$ cat src/rtl/ins_fetch.sv
// ins_fetch: single-outstanding instruction fetch with JAL/branch pre-decode,
// 2-bit BHT next-PC prediction and a small queue feeding one issue packet per cycle.
module ins_fetch #(
  parameter int DEPTH = 4,
  parameter int BHT_N = 16
) (
  input  logic        clk,
  input  logic        rst,
  input  logic        en,
  output logic        oMC_En,
  output logic [31:0] oMC_Addr,
  input  logic        iMC_En,
  input  logic [31:0] iMC_Ins,
  input  logic        iFull,
  output logic        oIS_En,
  output logic [31:0] oIS_Ins,
  output logic        oIS_Bj,
  output logic [31:0] oIS_Pc,
  output logic [31:0] oIS_Pjt,
  input  logic        iROB_Flush,
  input  logic [31:0] iROB_Pc,
  input  logic        iROB_Upd,
  input  logic [31:0] iROB_UpdPc,
  input  logic        iROB_UpdTaken
);
  localparam int AW = $clog2(DEPTH);
  localparam int BW = $clog2(BHT_N);
  typedef enum logic [1:0] {REQ, WAIT, DROP} state_t;
  state_t r_state, w_next;
  logic [31:0] r_fetch_pc;
  logic [AW-1:0] r_head, r_tail;
  logic [AW:0] r_cnt;
  logic [31:0] r_q_ins [DEPTH];
  logic r_q_bj [DEPTH];
  logic [31:0] r_q_pc [DEPTH];
  logic [31:0] r_q_pjt [DEPTH];
  logic [1:0] r_bht [BHT_N];
  logic [BW-1:0] w_idx, w_uidx;
  logic [31:0] w_jimm, w_bimm, w_pjt;
  logic w_jal, w_br, w_bj, w_room, w_req, w_push, w_pop, w_unused;
  assign w_unused = ^{iROB_UpdPc[31:BW+2], iROB_UpdPc[1:0]};
  assign w_idx = r_fetch_pc[BW+1:2];
  assign w_uidx = iROB_UpdPc[BW+1:2];
  assign w_jal = iMC_Ins[6:0] == 7'b1101111;
  assign w_br = iMC_Ins[6:0] == 7'b1100011;
  assign w_bj = w_jal | (w_br & r_bht[w_idx][1]);
  assign w_jimm = {{12{iMC_Ins[31]}}, iMC_Ins[19:12], iMC_Ins[20], iMC_Ins[30:21], 1'b0};
  assign w_bimm = {{20{iMC_Ins[31]}}, iMC_Ins[7], iMC_Ins[30:25], iMC_Ins[11:8], 1'b0};
  assign w_pjt = r_fetch_pc + (w_jal ? w_jimm : w_bj ? w_bimm : 32'd4);
  assign w_room = r_cnt < (AW+1)'(DEPTH);
  assign w_req = en & ~iROB_Flush & (r_state == REQ) & w_room;
  assign w_push = en & ~iROB_Flush & (r_state == WAIT) & iMC_En;
  assign w_pop = en & ~iROB_Flush & ~iFull & (r_cnt != '0);
  always_comb begin
    w_next = r_state;
    if (en && iROB_Flush) w_next = (r_state != REQ && !iMC_En) ? DROP : REQ;
    else if (en && r_state == REQ) w_next = w_room ? WAIT : REQ;
    else if (en && iMC_En) w_next = REQ;
  end
  always_ff @(posedge clk or posedge rst) begin
    if (rst) r_state <= REQ;
    else r_state <= w_next;
  end
  always_ff @(posedge clk) begin
    if (w_push) begin
      r_q_ins[r_tail] <= iMC_Ins;
      r_q_bj[r_tail] <= w_bj;
      r_q_pc[r_tail] <= r_fetch_pc;
      r_q_pjt[r_tail] <= w_pjt;
    end
  end
  always_ff @(posedge clk or posedge rst) begin
    if (rst) begin
      oMC_En <= 1'b0;
      oMC_Addr <= '0;
      oIS_En <= 1'b0;
      oIS_Ins <= '0;
      oIS_Bj <= 1'b0;
      oIS_Pc <= '0;
      oIS_Pjt <= '0;
      r_fetch_pc <= '0;
      r_head <= '0;
      r_tail <= '0;
      r_cnt <= '0;
      for (int i = 0; i < BHT_N; i++) r_bht[i] <= 2'b01;
    end else if (en) begin
      oMC_En <= w_req;
      if (w_req) oMC_Addr <= r_fetch_pc;
      oIS_En <= w_pop;
      oIS_Ins <= w_pop ? r_q_ins[r_head] : '0;
      oIS_Bj <= w_pop & r_q_bj[r_head];
      oIS_Pc <= w_pop ? r_q_pc[r_head] : '0;
      oIS_Pjt <= w_pop ? r_q_pjt[r_head] : '0;
      if (iROB_Flush) begin
        r_fetch_pc <= iROB_Pc;
        r_head <= '0;
        r_tail <= '0;
        r_cnt <= '0;
      end else begin
        if (w_push) r_fetch_pc <= w_pjt;
        r_head <= r_head + AW'(w_pop);
        r_tail <= r_tail + AW'(w_push);
        r_cnt <= r_cnt + (AW+1)'(w_push) - (AW+1)'(w_pop);
      end
      // saturating update; a same-cycle lookup reads the old value
      if (iROB_Upd)
        r_bht[w_uidx] <= iROB_UpdTaken ? (r_bht[w_uidx] == 2'b11 ? 2'b11 : r_bht[w_uidx] + 2'b01)
                                       : (r_bht[w_uidx] == 2'b00 ? 2'b00 : r_bht[w_uidx] - 2'b01);
    end else begin
      oMC_En <= 1'b0;
      oIS_En <= 1'b0;
    end
  end
endmodule

$ cat config.mk
export PLATFORM = sky130hd
export DESIGN_NAME = ins_fetch
export DESIGN_NICKNAME = d
export VERILOG_FILES = /design/src/rtl/ins_fetch.sv
export SDC_FILE = /design/constraint.sdc
export NUM_CORES = 1
export LEC_CHECK = 0
export ABC_CLOCK_PERIOD_IN_PS = 9050
export BUFFER_PORTS_ARGS = -buffer_cell sky130_fd_sc_hd__buf_2
export CAP_MARGIN = 20
export CORE_MARGIN = 2
export CORE_UTILIZATION = 44
export DETAILED_ROUTE_END_ITERATION = 16
export HOLD_SLACK_MARGIN = 0.15
export PLACE_DENSITY = 0.73
export SYNTH_ARGS = -nofsm -noshare
export SYNTH_HDL_FRONTEND = slang
export SYNTH_SLANG_ARGS = --single-unit
$ cat constraint.sdc
create_clock -name clk -period 9.05 [get_ports clk]
set_clock_uncertainty 0.1 [all_clocks]
set_input_delay 1.3575 -clock clk [delete_from_list [all_inputs] [get_ports clk]]
set_output_delay 1.3575 -clock clk [all_outputs]
set_load 0.01 [all_outputs]
Yosys cells after proc, flatten, opt, wreduce, memory -nomap -nowiden
Memory sizes are Yosys's and may differ from the RTL's.
Cells that the tools add are included.
- bitwise operators: 14
- add/subtract/negate cells: 7
- reductions and logical operators: 15
- muxes and demuxes: 31
- $lt $le $gt $ge: 4
- eq/ne operators: 4
- operators by type and width (cell ; number):
    $mux 32 ; 7
    $add 32x32->32 ; 1
    $bwmux 32 ; 1
    $mux 2 ; 14
    $bmux 2 s4 ; 2
    $eq 7x7->1 const B ; 2
    $ge 5x5->1 const B ; 2
    $not 4->5 ; 2
    $and 1x1->1 ; 9
    $demux 2 s4 ; 1
    $reduce_and 2->1 ; 3
    $reduce_bool 3->1 ; 2
    $logic_and 1x1->1 ; 5
    $lt 5x1->1 const B ; 1
    $mux 1 ; 5
    $add 2x1->2 ; 2
    $logic_not 2->1 ; 2
    $reduce_bool 2->1 ; 2
    $add 3x1->3 ; 1
    $lt 3x3->1 const B ; 1
    $mux 3 ; 1
    $sub 3x1->3 ; 1
    $add 2x1->2 const B ; 1
    $eq 2x1->1 const B ; 1
    5 further kinds ; 6
- flip-flop bits (word level): 204
- logic and storage cells: 107
- output and inout bits: 131
- memories kept: 4
- input port bits: 104
- RAM bits: 388
- memory list (memory ; words ; bits a word ; rd ports ; clocked after Yosys merged registers in ; write ports ; RTL line ; source):
    r_q_ins ; 4 ; 32 ; 1 ; 0 ; 1 ; 33 ; logic [31:0] r_q_ins [DEPTH];
    r_q_pc ; 4 ; 32 ; 1 ; 0 ; 1 ; 35 ; logic [31:0] r_q_pc [DEPTH];
    r_q_pjt ; 4 ; 32 ; 1 ; 0 ; 1 ; 36 ; logic [31:0] r_q_pjt [DEPTH];
    r_q_bj ; 4 ; 1 ; 1 ; 0 ; 1 ; 34 ; logic r_q_bj [DEPTH];

Logic depth before layout (Yosys ltp)
Gate-level depths: netlist of the first run.
- word-level depth: 11
- gate-level depth with buffers: 18
- mapped depth without buffers: 16

Least setup slack after synthesis of the first run
Ideal clock, no wire load.
- path type: input port to flip-flop
- from: in iROB_Flush
- to: mem r_q_bj[1] (enable)
- slack: -0.336 ns
- data required time: 8.281 ns
- arrival: 8.617 ns
- setup time: 0.669 ns
- path buffers: 1
- stages: 4
- cell sequence: nand2b_1 or3_1 clkbuf_1 nor3_1
- word-level cells in the longest chain between the ends: 6
- RTL lines (what ; RTL line ; source):
    start: declaration ; 20 ; input logic iROB_Flush,
    $not 1->1 ; 52 ; assign w_push = en & ~iROB_Flush & (r_state == WAIT) & iMC_En;
    $and 1x1->1 (3 in series) ; 52 ;
    $mux 1 ; 65 ; if (w_push) begin
    $mux 1 (implied by the code) ; 67 ; r_q_bj[r_tail] <= w_bj;
    end: declaration ; 34 ;
Every way passes these cells.

Worst setup path after layout of the first run
- from: in iMC_Ins[5]
- to: mem r_q_pjt[3][25], data pin
- word-level cells in the longest chain between the ends: 6
- elaborated cells between the ends (all ways): 7
- those cells by class: 1 x add/sub; 2 x eq/ne; 2 x mux; 2 x bitwise
- RTL lines (what ; RTL line ; source):
    start: declaration ; 13 ; input logic [31:0] iMC_Ins,
    $eq 7x7->1 ; 45 ; assign w_br = iMC_Ins[6:0] == 7'b1100011;
    $and 1x1->1 ; 46 ; assign w_bj = w_jal | (w_br & r_bht[w_idx][1]);
    $or 1x1->1 * ; 46 ;
    via w_bj ; 40 ; logic w_jal, w_br, w_bj, w_room, w_req, w_push, w_pop, w_unused;
    $mux 32 * (2 in series) ; 49 ; assign w_pjt = r_fetch_pc + (w_jal ? w_jimm : w_bj ? w_bimm : 32'd4);
    $add 32x32->32 * ; 49 ;
    via w_pjt[25] ; 39 ; logic [31:0] w_jimm, w_bimm, w_pjt;
    end: declaration ; 36 ;
Mark *: on every way through the listed nets, which the timed path passes. The rest lies on a longest branch.

==> results of run 1 <==
==> power by group through the flow <==
stage | combinational, mW | sequential, mW | clock (mW)
6_report | 0.864 | 3.33 | 2.43
4_1_cts | 0.870 | 3.33 | 2.48
3_5_place_dp | 0.865 | 3.38 | 0
5_1_grt | 0.958 | 3.36 | 2.59
2_1_floorplan | 0.542 | 3.35 | 0
3_3_place_gp | 0.842 | 3.37 | 0
==> state kept, by name, indices dropped and copies added, names as in the netlist <==
register and cells:
r_q_ins 128, r_q_pjt 128, r_q_pc 124, oIS_Ins 32, oIS_Pc 32, oMC_Addr 32, r_bht 32, r_fetch_pc 32
oIS_Pjt 31, r_q_bj 4, r_cnt 3, r_head 2, r_state 2, r_tail 2, oIS_Bj 1, oIS_En 1
oMC_En 1
==> logic make-up after synthesis <==
kind of cell             after synthesis  synth area share
flip-flops                           587             0.686
AND/OR/NAND/NOR                      379            0.0654
AO/OA/AOI/OAI                        236            0.0559
buffers and inverters                197            0.0321
multiplexers                         168             0.129
adder cells (fa/ha/maj)               38            0.0201
XOR/XNOR                              30            0.0108
==> cell usage in the layout (no fill, tap or decap), drive strengths merged, types with 3 or more instances in the layout <==
cell,instances
clkinv,21
mux2i,24
a31oi,7
nand2b,9
dfrtp,187
mux2,34
bufinv,5
mux4,110
and3,6
o21ai,124
xor2,7
inv,116
nand3,15
xnor2,23
dfstp,16
ha,34
nor2,38
nand2,273
nand4,6
nor2b,9
clkbuf,84
edfxtp,384
a2111oi,3
a221oi,3
o22ai,9
buf,226
a21oi,47
a21o,22
nor3,9
==> layout make-up <==
cell class / instances / area (um^2) / area share
flip-flops and latches: 587 / 16600 / 0.594
multi-input cells: 851 / 6860 / 0.245
clock buffers: 84 / 1680 / 0.0598
repair buffers: 226 / 1240 / 0.0441
well taps: 704 / 881 / 0.0314
inverters: 117 / 447 / 0.0159
clock inverters: 27 / 289 / 0.0103
diodes: 1 / 2.50 / 0.0000893
==> synth_stat cells (6+ instances only) <==
| master | number | area share |
|---|---|---|
| xnor2_1 | 23 | 0.0083 |
| clkbuf_1 | 52 | 0.0081 |
| xor2_1 | 7 | 0.0025 |
| o22ai_1 | 9 | 0.0023 |
| and3_1 | 6 | 0.0015 |
| o21ai_0 | 123 | 0.025 |
| nand2_1 | 273 | 0.042 |
| nand2b_1 | 9 | 0.0023 |
| a31oi_1 | 7 | 0.0018 |
| a21oi_1 | 47 | 0.0097 |
| nand3_1 | 15 | 0.0031 |
| buf_1 | 20 | 0.0031 |
| nor2_1 | 38 | 0.0059 |
| nor2b_1 | 9 | 0.0023 |
| nand4_1 | 6 | 0.0015 |
| mux2_4 | 8 | 0.0050 |
| mux2i_1 | 24 | 0.0099 |
| dfstp_2 | 16 | 0.017 |
| a21o_1 | 22 | 0.0068 |
| edfxtp_1 | 384 | 0.48 |
| nor3_1 | 9 | 0.0019 |
| mux4_2 | 110 | 0.10 |
| mux2_2 | 26 | 0.012 |
| ha_1 | 34 | 0.018 |
| inv_1 | 116 | 0.018 |
| dfrtp_1 | 187 | 0.19 |
==> layer usage <==
| layer | GRT usage | vias up | share of wire | wire length (um) |
|---|---|---|---|---|
| met5 | 0 | - | 0.0020 | 114 |
| met4 | 0.0600 | 18 | 0.026 | 1450 |
| met3 | 0.0548 | 118 | 0.073 | 4180 |
| met2 | 0.322 | 406 | 0.48 | 27100 |
| met1 | 0.276 | 7236 | 0.42 | 24100 |
| li1 | - | 6397 | - | - |
==> stage by stage <==
stage | hold slack [ns] | TNS [ns]
after global placement | 0.360 | 0
after floorplan | 0.391 | -64.55
after CTS | 0.377 | 0
after detailed placement | 0.358 | 0
final | 0.375 | 0
after global routing | 0.398 | 0
==> tightest hold or removal path, delay by kind of cell (launching register included) <==
kind / cells / cell delay, ns
DFF: 1 / 0.34
and+or+nand+nor: 2 / 0.10
==> worst paths after layout <==
path                                     from  slack, ns             end  cells past startpoint
worst max-delay path               iMC_Ins[5]       3.22  r_q_pjt[3][25]                     16
worst min-delay path             oMC_Addr[24]       0.37    oMC_Addr[24]                      2
worst max register to register  r_fetch_pc[4]       3.47  r_q_pjt[3][25]                     15
worst min register to register   oMC_Addr[24]       0.37    oMC_Addr[24]                      2
max in group asynchronous                 rst       6.87     oIS_Ins[22]                      4
min in group asynchronous                 rst       0.78          oMC_En                      2
==> results.py, run 1 <==
metrics = {
    "clock_network": {
        "post-cts-setup-buffers": 0,
        "numCtsBuffers": 59,
        "root_buffer": "clkbuf_16",
        "cts.path.max_buffers": 3,
        "holdBufCountCts": 0,
        "ctsHtreeMaxLevel": 2,
        "path_clk_slew_ns": 0.06,
        "clock-sinks": 587,
        "clk_latency_ns": 0.62,
        "ctsResizeCount": 0,
        "cts_tree": "built",
    },
    "sta": {
        "setup_viol": 0,
        "grt_setup_unrepaired": "false",
        "layout_min_cycle_time_ns": 5.83,
        "worst-slew-pin-transition_ns": 1.07,
        "hold_viol": 0,
        "setup_ws_ns": 3.22,
        "fin_crit_sh": 0.644,
        "max_freq_mhz": 172,
        "slew_headroom": 0.288,
        "maxSlewViolCount": 0,
    },
    "pwr": {
        "p_per_area_nw_per_um2": 237,
        "intPower_mw": 4.93,
        "pwr-share-seq": 0.502,
        "switching_share": 0.257,
        "power_frac_comb": 0.130,
        "switchingPower_mw": 1.70,
        "total_power_mw": 6.63,
        "ir_worst_vdd_mv": 0.170,
        "power.leakage_nw": 10.9,
        "p_clk_frac": 0.367,
    },
    "setup_path": {
        "slowest_delay_ns": 0.55,
        "required_ns": 9.29,
        "cp-end-kind": "register",
        "cp_max_fo": 14,
        "cp_data_arrival_time_ns": 6.07,
        "crit_chain": "buf_2 > nand3_1 > nor3b_1 > and3_1 > a31oi_1 > buf_4 > inv_1 > nand3_1 > fa_1 > a21o_1 > a221o_1 > a21oi_1 > a21oi_1 > a221oi_1 > o21ai_1 > xnor2_1",
        "cp_top_family": "compound AO/OA/AOI/OAI gates",
        "cp_slowest_cell": "and3_1",
        "critPathBufInv": 3,
        "critPathKind": "in -> reg",
        "crit_path_start_kind": "input port",
    },
    "detailed_routing": {
        "finalWirelength_mm": 56.9,
        "postRouteAntennaNets": 0,
        "drt_iter0_drc": 1294,
        "wl_per_cell_um": 21.9,
        "vias": 14175,
        "route.detailed.drc": 0,
        "drt-pass1-iter-count": 5,
        "viasPerCell": 5.46,
    },
    "outcome": {
        "status": "finished clean",
    },
    "logic_synthesis": {
        "ys_seq_area_frac": 0.686,
        "synth_nets": 1775,
        "synth_edf_count": 384,
        "async_flop_share": 0.346,
        "synth_area_per_cell_um2": 14.8,
        "yosys_warnings": 0,
        "synth_cell_type_count": 58,
        "synth_area_um2": 24200,
        "syn-instance-count": 1635,
        "synth-main-ff-cell": "edfxtp_1",
        "synth_seq_cells": 587,
    },
    "final_layout": {
        "area_growth_syn_to_layout_pct": 15.7,
        "instances_no_fill": 2597,
        "final_cell_area_um2": 28000,
        "nNetsFinal": 1982,
        "final_util": 0.512,
        "drive_gt1_frac": 0.261,
        "fill_cells": 4492,
    },
    "die": {
        "initial_core_util": 0.442,
        "die_x_um": 239,
        "pin_count": 235,
        "rows": 86,
        "design.core.area_um2": 54800,
        "fp.dieArea_um2": 57000,
        "chipHeight_um": 239,
    },
    "place": {
        "place.port_buffers": 206,
        "dp_worst_setup_slack_ns": 2.61,
        "dp.cells": 2483,
        "placed_area_um2": 26000,
        "dpl.hpwl_mm": 36.5,
        "gp_congestion": 0.913,
    },
    "global_route": {
        "grt_first_pass_wirelength_mm": 87.0,
        "grtUsageTotal": 0.203,
        "grt_max_degree": 91,
        "grt-ovfl-total": 0,
        "grt_pass1_vias": 14454,
        "antenna_found_initial": 10,
    },
    "min_path": {
        "hold_class": "reg -> reg",
    },
    "flow_run": {
        "drv_cap": 0,
    },
}
No activity file was read; power rests on OpenSTA's default activity.
==> inputs of run 2 (changes only) <==
--- a/config.mk
+++ b/config.mk
@@ -5,7 +5,7 @@
 export SDC_FILE = /design/constraint.sdc
 export NUM_CORES = 1
 export LEC_CHECK = 0
-export ABC_CLOCK_PERIOD_IN_PS = 9050
+export ABC_CLOCK_PERIOD_IN_PS = 5450
 export BUFFER_PORTS_ARGS = -buffer_cell sky130_fd_sc_hd__buf_2
 export CAP_MARGIN = 20
 export CORE_MARGIN = 2
==> constraint.sdc (replaced) <==
create_clock -name clk -period 5.45 [get_ports clk]
set_clock_uncertainty 0.1 [all_clocks]
set_input_delay 0.8175 -clock clk [delete_from_list [all_inputs] [get_ports clk]]
set_output_delay 0.8175 -clock clk [all_outputs]
set_load 0.01 [all_outputs]
==> run 2 against run 1 <==
- worst setup slack worse by 2.6 ns
- clock-buffer cell count down 5
- final cell count rose by 0.46%
- sequential power rose by 66%
- non-clock buffer count rose by 11
- via count grew 0.20%
- first-iteration DRC count decreased by 8.0%
- sequential share of layout area about the same
- register-to-register slack got worse by 2.8 ns
==> results.py, run 2 (same netlist as run 1, synthesis figures left out) <==
metrics = {
    "global_route": {
        "grt_max_degree": 143,
        "grt_pass1_vias": 14455,
        "grt_first_pass_wirelength_mm": 87.3,
        "grt-ovfl-total": 0,
        "antenna_found_initial": 5,
        "grtUsageTotal": 0.204,
    },
    "clock_network": {
        "ctsHtreeMaxLevel": 2,
        "holdBufCountCts": 0,
        "ctsResizeCount": 0,
        "root_buffer": "clkbuf_16",
        "path_clk_slew_ns": 0.06,
        "clk_latency_ns": 0.62,
        "post-cts-setup-buffers": 0,
        "clock-sinks": 587,
        "cts.path.max_buffers": 3,
        "numCtsBuffers": 58,
        "cts_tree": "built",
    },
    "die": {
        "die_x_um": 239,
        "rows": 86,
        "initial_core_util": 0.442,
        "fp.dieArea_um2": 57000,
        "design.core.area_um2": 54800,
        "pin_count": 235,
        "chipHeight_um": 239,
    },
    "outcome": {
        "status": "finished clean",
    },
    "sta": {
        "slew_headroom": 0.307,
        "setup_viol": 0,
        "fin_crit_sh": 0.883,
        "layout_min_cycle_time_ns": 4.81,
        "grt_setup_unrepaired": "false",
        "tns_ns": 0,
        "maxSlewViolCount": 0,
        "hold_viol": 0,
        "max_freq_mhz": 208,
        "worst-slew-pin-transition_ns": 1.04,
    },
    "place": {
        "placed_area_um2": 26100,
        "dpl.hpwl_mm": 36.7,
        "gp_congestion": 0.877,
        "place.port_buffers": 206,
    },
    "final_layout": {
        "fill_cells": 4517,
        "multiInputGateArea_um2": 6870,
        "regArea_um2": 16600,
        "final_common_cell": "edfxtp_1",
        "final_cell_area_um2": 28000,
        "nNetsFinal": 1992,
        "drive_gt1_frac": 0.262,
        "layout_common_cells": "edfxtp_1 (384), nand2_1 (273), buf_2 (205)",
        "area_growth_syn_to_layout_pct": 15.6,
        "top_regs": "r_q_ins: 128 flops, r_q_pjt: 128 flops, r_q_pc: 124 flops",
    },
    "detailed_routing": {
        "viasPerCell": 5.44,
        "drt_iter0_drc": 1191,
        "finalWirelength_mm": 57.0,
        "vias": 14203,
        "wl_per_cell_um": 21.8,
        "drt-pass1-iter-count": 5,
        "route.detailed.drc": 0,
        "postRouteAntennaNets": 0,
    },
    "setup_path": {
        "crit_chain": "mux4_2 > mux2i_1 > mux2i_1 > a31oi_1 > nor2b_1 > nand2_1 > nand2_1 > ha_1 > nand2_1 > o21ai_0 > inv_1 > a21oi_1 > nor2_1 > xnor2_1 > mux2i_1 > o21ai_0",
        "critPathBufInv": 1,
        "slowest_delay_ns": 0.55,
        "crit_path_start_kind": "register",
        "rr_endpoint": "r_fetch_pc[15]",
        "cp_max_fo": 8,
        "cp_top_family": "compound AO/OA/AOI/OAI gates",
        "required_ns": 5.86,
        "rr_startpoint": "r_fetch_pc[4]",
        "cp_slowest_cell": "mux4_2",
        "r2r_slack_ns": 0.64,
        "cp_data_arrival_time_ns": 5.22,
        "critPathKind": "reg -> reg",
        "ff2ff_path_depth": 16,
        "cp-end-kind": "register",
    },
    "pwr": {
        "p_per_area_nw_per_um2": 388,
        "ir_worst_vdd_mv": 0.227,
        "power.leakage_nw": 10.9,
        "total_power_mw": 10.9,
    },
    "min_path": {
        "hold_class": "in -> async",
    },
    "flow_run": {
        "drv_cap": 0,
    },
}
run 2: metal layers:
metal	GRT usage	up-vias	share of wire
met5	0.0113	-	0.00056
met4	0.0508	6	0.020
met3	0.0480	74	0.076
met2	0.321	460	0.47
met1	0.286	7242	0.43
li1	-	6421	-
run 2: worst max path at each step:
stage / startpoint / to / slack, ns / depth (start not counted)
final: r_fetch_pc[4] / r_fetch_pc[15] / 0.64 / 16
after global routing: r_fetch_pc[4] / r_q_pjt[0][27] / 0.27 / 15
after CTS: r_fetch_pc[4] / r_fetch_pc[25] / 0.62 / 16
after detailed placement: iMC_Ins[5] / r_fetch_pc[25] / 0.33 / 17
after global placement: iMC_Ins[5] / r_fetch_pc[25] / 0.41 / 17
after floorplan: iROB_Flush / r_q_bj[2] / -1.07 / 6
run 2: worst min-delay path, delay by kind of cell:
| family | cells | cell delay (ns) |
|---|---|---|
| buffers and inverters | 3 | 0.61 |
run 2: cell type report:
cell class / count / share of cell area
clock inverters: 30 / 0.00978
diodes: 4 / 0.000357
flip-flops and latches: 587 / 0.594
inverters: 117 / 0.0158
well taps: 704 / 0.0314
multi-input cells: 851 / 0.245
repair buffers: 237 / 0.0470
clock buffers: 79 / 0.0565
run 2: metrics by stage:
step	hold WS, ns	instances	utilization	setup WS (ns)
after floorplan	0.391	1635	-	-1.07
after global placement	0.356	2496	0.477	0.412
after detailed placement	0.358	2496	0.477	0.333
after CTS	0.266	2605	0.511	0.620
after global routing	0.279	2606	0.511	0.272
final	0.222	2609	0.511	0.640
run 2: power by group:
group,internal [mW],switching [mW]
Sequential,5.21,0.329
Clock,2.23,1.67
Combinational,0.604,0.832
==> inputs of run 3 (changes only) <==
--- a/config.mk
+++ b/config.mk
@@ -5,7 +5,7 @@
 export SDC_FILE = /design/constraint.sdc
 export NUM_CORES = 1
 export LEC_CHECK = 0
-export ABC_CLOCK_PERIOD_IN_PS = 5450
+export ABC_CLOCK_PERIOD_IN_PS = 5300
 export BUFFER_PORTS_ARGS = -buffer_cell sky130_fd_sc_hd__buf_2
 export CAP_MARGIN = 20
 export CORE_MARGIN = 2
@@ -13,6 +13,7 @@
 export DETAILED_ROUTE_END_ITERATION = 16
 export HOLD_SLACK_MARGIN = 0.15
 export PLACE_DENSITY = 0.73
+export SLEW_MARGIN = 5
 export SYNTH_ARGS = -nofsm -noshare
 export SYNTH_HDL_FRONTEND = slang
 export SYNTH_SLANG_ARGS = --single-unit
==> constraint.sdc (replaced) <==
create_clock -name clk -period 5.3 [get_ports clk]
set_clock_uncertainty 0.1 [all_clocks]
set_input_delay 0.795 -clock clk [delete_from_list [all_inputs] [get_ports clk]]
set_output_delay 0.795 -clock clk [all_outputs]
set_load 0.01 [all_outputs]
==> run 3 against run 2 <==
- clock-buffer cell count is 4 higher
- register-to-register slack worse by 0.21 ns
- total power is 4.6% higher
- routed wire length is 1.7% higher
- largest power group unchanged
==> results.py, run 3 (same netlist as run 1, synthesis figures left out) <==
metrics = {
    "outcome": {
        "status": "finished clean",
    },
    "detailed_routing": {
        "drt_iter0_drc": 1182,
        "finalWirelength_mm": 57.9,
        "postRouteAntennaNets": 0,
        "drt-pass1-iter-count": 5,
        "viasPerCell": 5.47,
        "wl_per_cell_um": 22.2,
        "route.detailed.drc": 0,
        "vias": 14274,
    },
    "pwr": {
        "power.leakage_nw": 11.0,
        "total_power_mw": 11.4,
        "p_per_area_nw_per_um2": 404,
        "ir_worst_vdd_mv": 0.277,
    },
    "setup_path": {
        "cp_data_arrival_time_ns": 5.15,
        "critPathKind": "reg -> reg",
        "ff2ff_path_depth": 15,
        "cp_max_fo": 5,
        "r2r_slack_ns": 0.43,
        "required_ns": 5.57,
        "crit_path_start_kind": "register",
        "cp-end-kind": "register",
    },
    "final_layout": {
        "final_common_cell": "edfxtp_1",
        "nNetsFinal": 1993,
        "final_util": 0.514,
        "layout_common_cells": "edfxtp_1 (384), nand2_1 (273), buf_2 (205)",
        "top_regs": "r_q_ins: 128 flops, r_q_pjt: 128 flops, r_q_pc: 124 flops",
        "final_cell_area_um2": 28100,
        "instances_no_fill": 2608,
        "drive_gt1_frac": 0.263,
        "area_growth_syn_to_layout_pct": 16.1,
    },
    "sta": {
        "hold_slack_ns": 0.157,
        "maxSlewViolCount": 0,
        "worst-slew-pin-transition_ns": 1.13,
        "slew_headroom": 0.248,
        "max_freq_mhz": 205,
        "setup_viol": 0,
        "hold_viol": 0,
        "fin_crit_sh": 0.919,
        "grt_setup_unrepaired": "false",
        "layout_min_cycle_time_ns": 4.87,
    },
    "die": {
        "pin_count": 235,
        "chipHeight_um": 239,
        "rows": 86,
        "design.core.area_um2": 54800,
        "fp.dieArea_um2": 57000,
        "initial_core_util": 0.442,
        "die_x_um": 239,
    },
    "global_route": {
        "grt_first_pass_wirelength_mm": 88.6,
        "antenna_found_initial": 7,
        "grt_pass1_vias": 14729,
        "grt-ovfl-total": 0,
        "grtUsageTotal": 0.206,
        "grt_max_degree": 147,
    },
    "clock_network": {
        "numCtsBuffers": 59,
        "post-cts-setup-buffers": 0,
        "clock-sinks": 587,
        "cts.path.max_buffers": 3,
        "ctsHtreeMaxLevel": 2,
        "root_buffer": "clkbuf_16",
        "holdBufCountCts": 0,
        "ctsResizeCount": 0,
        "clk_latency_ns": 0.62,
        "path_clk_slew_ns": 0.06,
        "cts_tree": "built",
    },
    "min_path": {
        "hold_class": "in -> async",
    },
    "flow_run": {
        "drv_cap": 0,
    },
    "place": {
        "place.port_buffers": 206,
        "dpl.hpwl_mm": 36.8,
        "placed_area_um2": 26100,
        "dp.cells": 2493,
        "gp_congestion": 0.873,
    },
}
==> run 3: worst paths after layout <==
kind,from,end
setup / recovery,r_fetch_pc[4],r_q_pjt[0][25]
hold / removal,rst,oIS_Ins[31]
setup reg to reg,r_fetch_pc[4],r_q_pjt[0][25]
hold reg to reg,oMC_Addr[26],oMC_Addr[26]
max in group asynchronous,rst,r_head[1]
min in group clk,iMC_En,r_state[1]
==> run 3: area by class of cell <==
type                            count  area (um^2)
Fill cell                        4491        26600
Sequential cell                   587        16600
Multi-Input combinational cell    851         6870
Clock buffer                       83         1640
Timing Repair Buffer              237         1360
Tap cell                          704          881
Inverter                          117          443
Clock inverter                     27          297
Antenna cell                        2         5.00
==> run 3: power breakdown <==
part	internal [mW]	switching, mW	total (mW)
Combinational	0.636	0.899	1.53
Sequential	5.36	0.309	5.67
Clock	2.44	1.73	4.17
Total	8.43	2.94	11.4
==> run 3: critical path: stages, from the launching register on <==
cell and delay (ns):
dfrtp_1 0.51, mux4_2 0.56, mux2i_1 0.14, mux2i_1 0.15, a31oi_1 0.42, a21oi_1 0.15
ha_1 0.24, fa_1 0.41, a21o_1 0.20, a221o_1 0.33, a21oi_1 0.14, buf_4 0.16
a21oi_1 0.11, a221oi_1 0.47, o21ai_1 0.17, xnor2_1 0.37
==> run 3: metal layers <==
layer | routed length, um | global-route usage
met1 | 24900 | 0.279
met2 | 27100 | 0.330
met3 | 4430 | 0.0573
met4 | 1370 | 0.0544
met5 | 69 | 0
==> run 3: per-stage QoR <==
stage                     setup WS (ns)  setup TNS, ns
after floorplan                   -1.20        -230.35
after global placement            0.301              0
after detailed placement          0.176              0
after CTS                         0.455              0
after global routing              0.159              0
final                             0.428              0
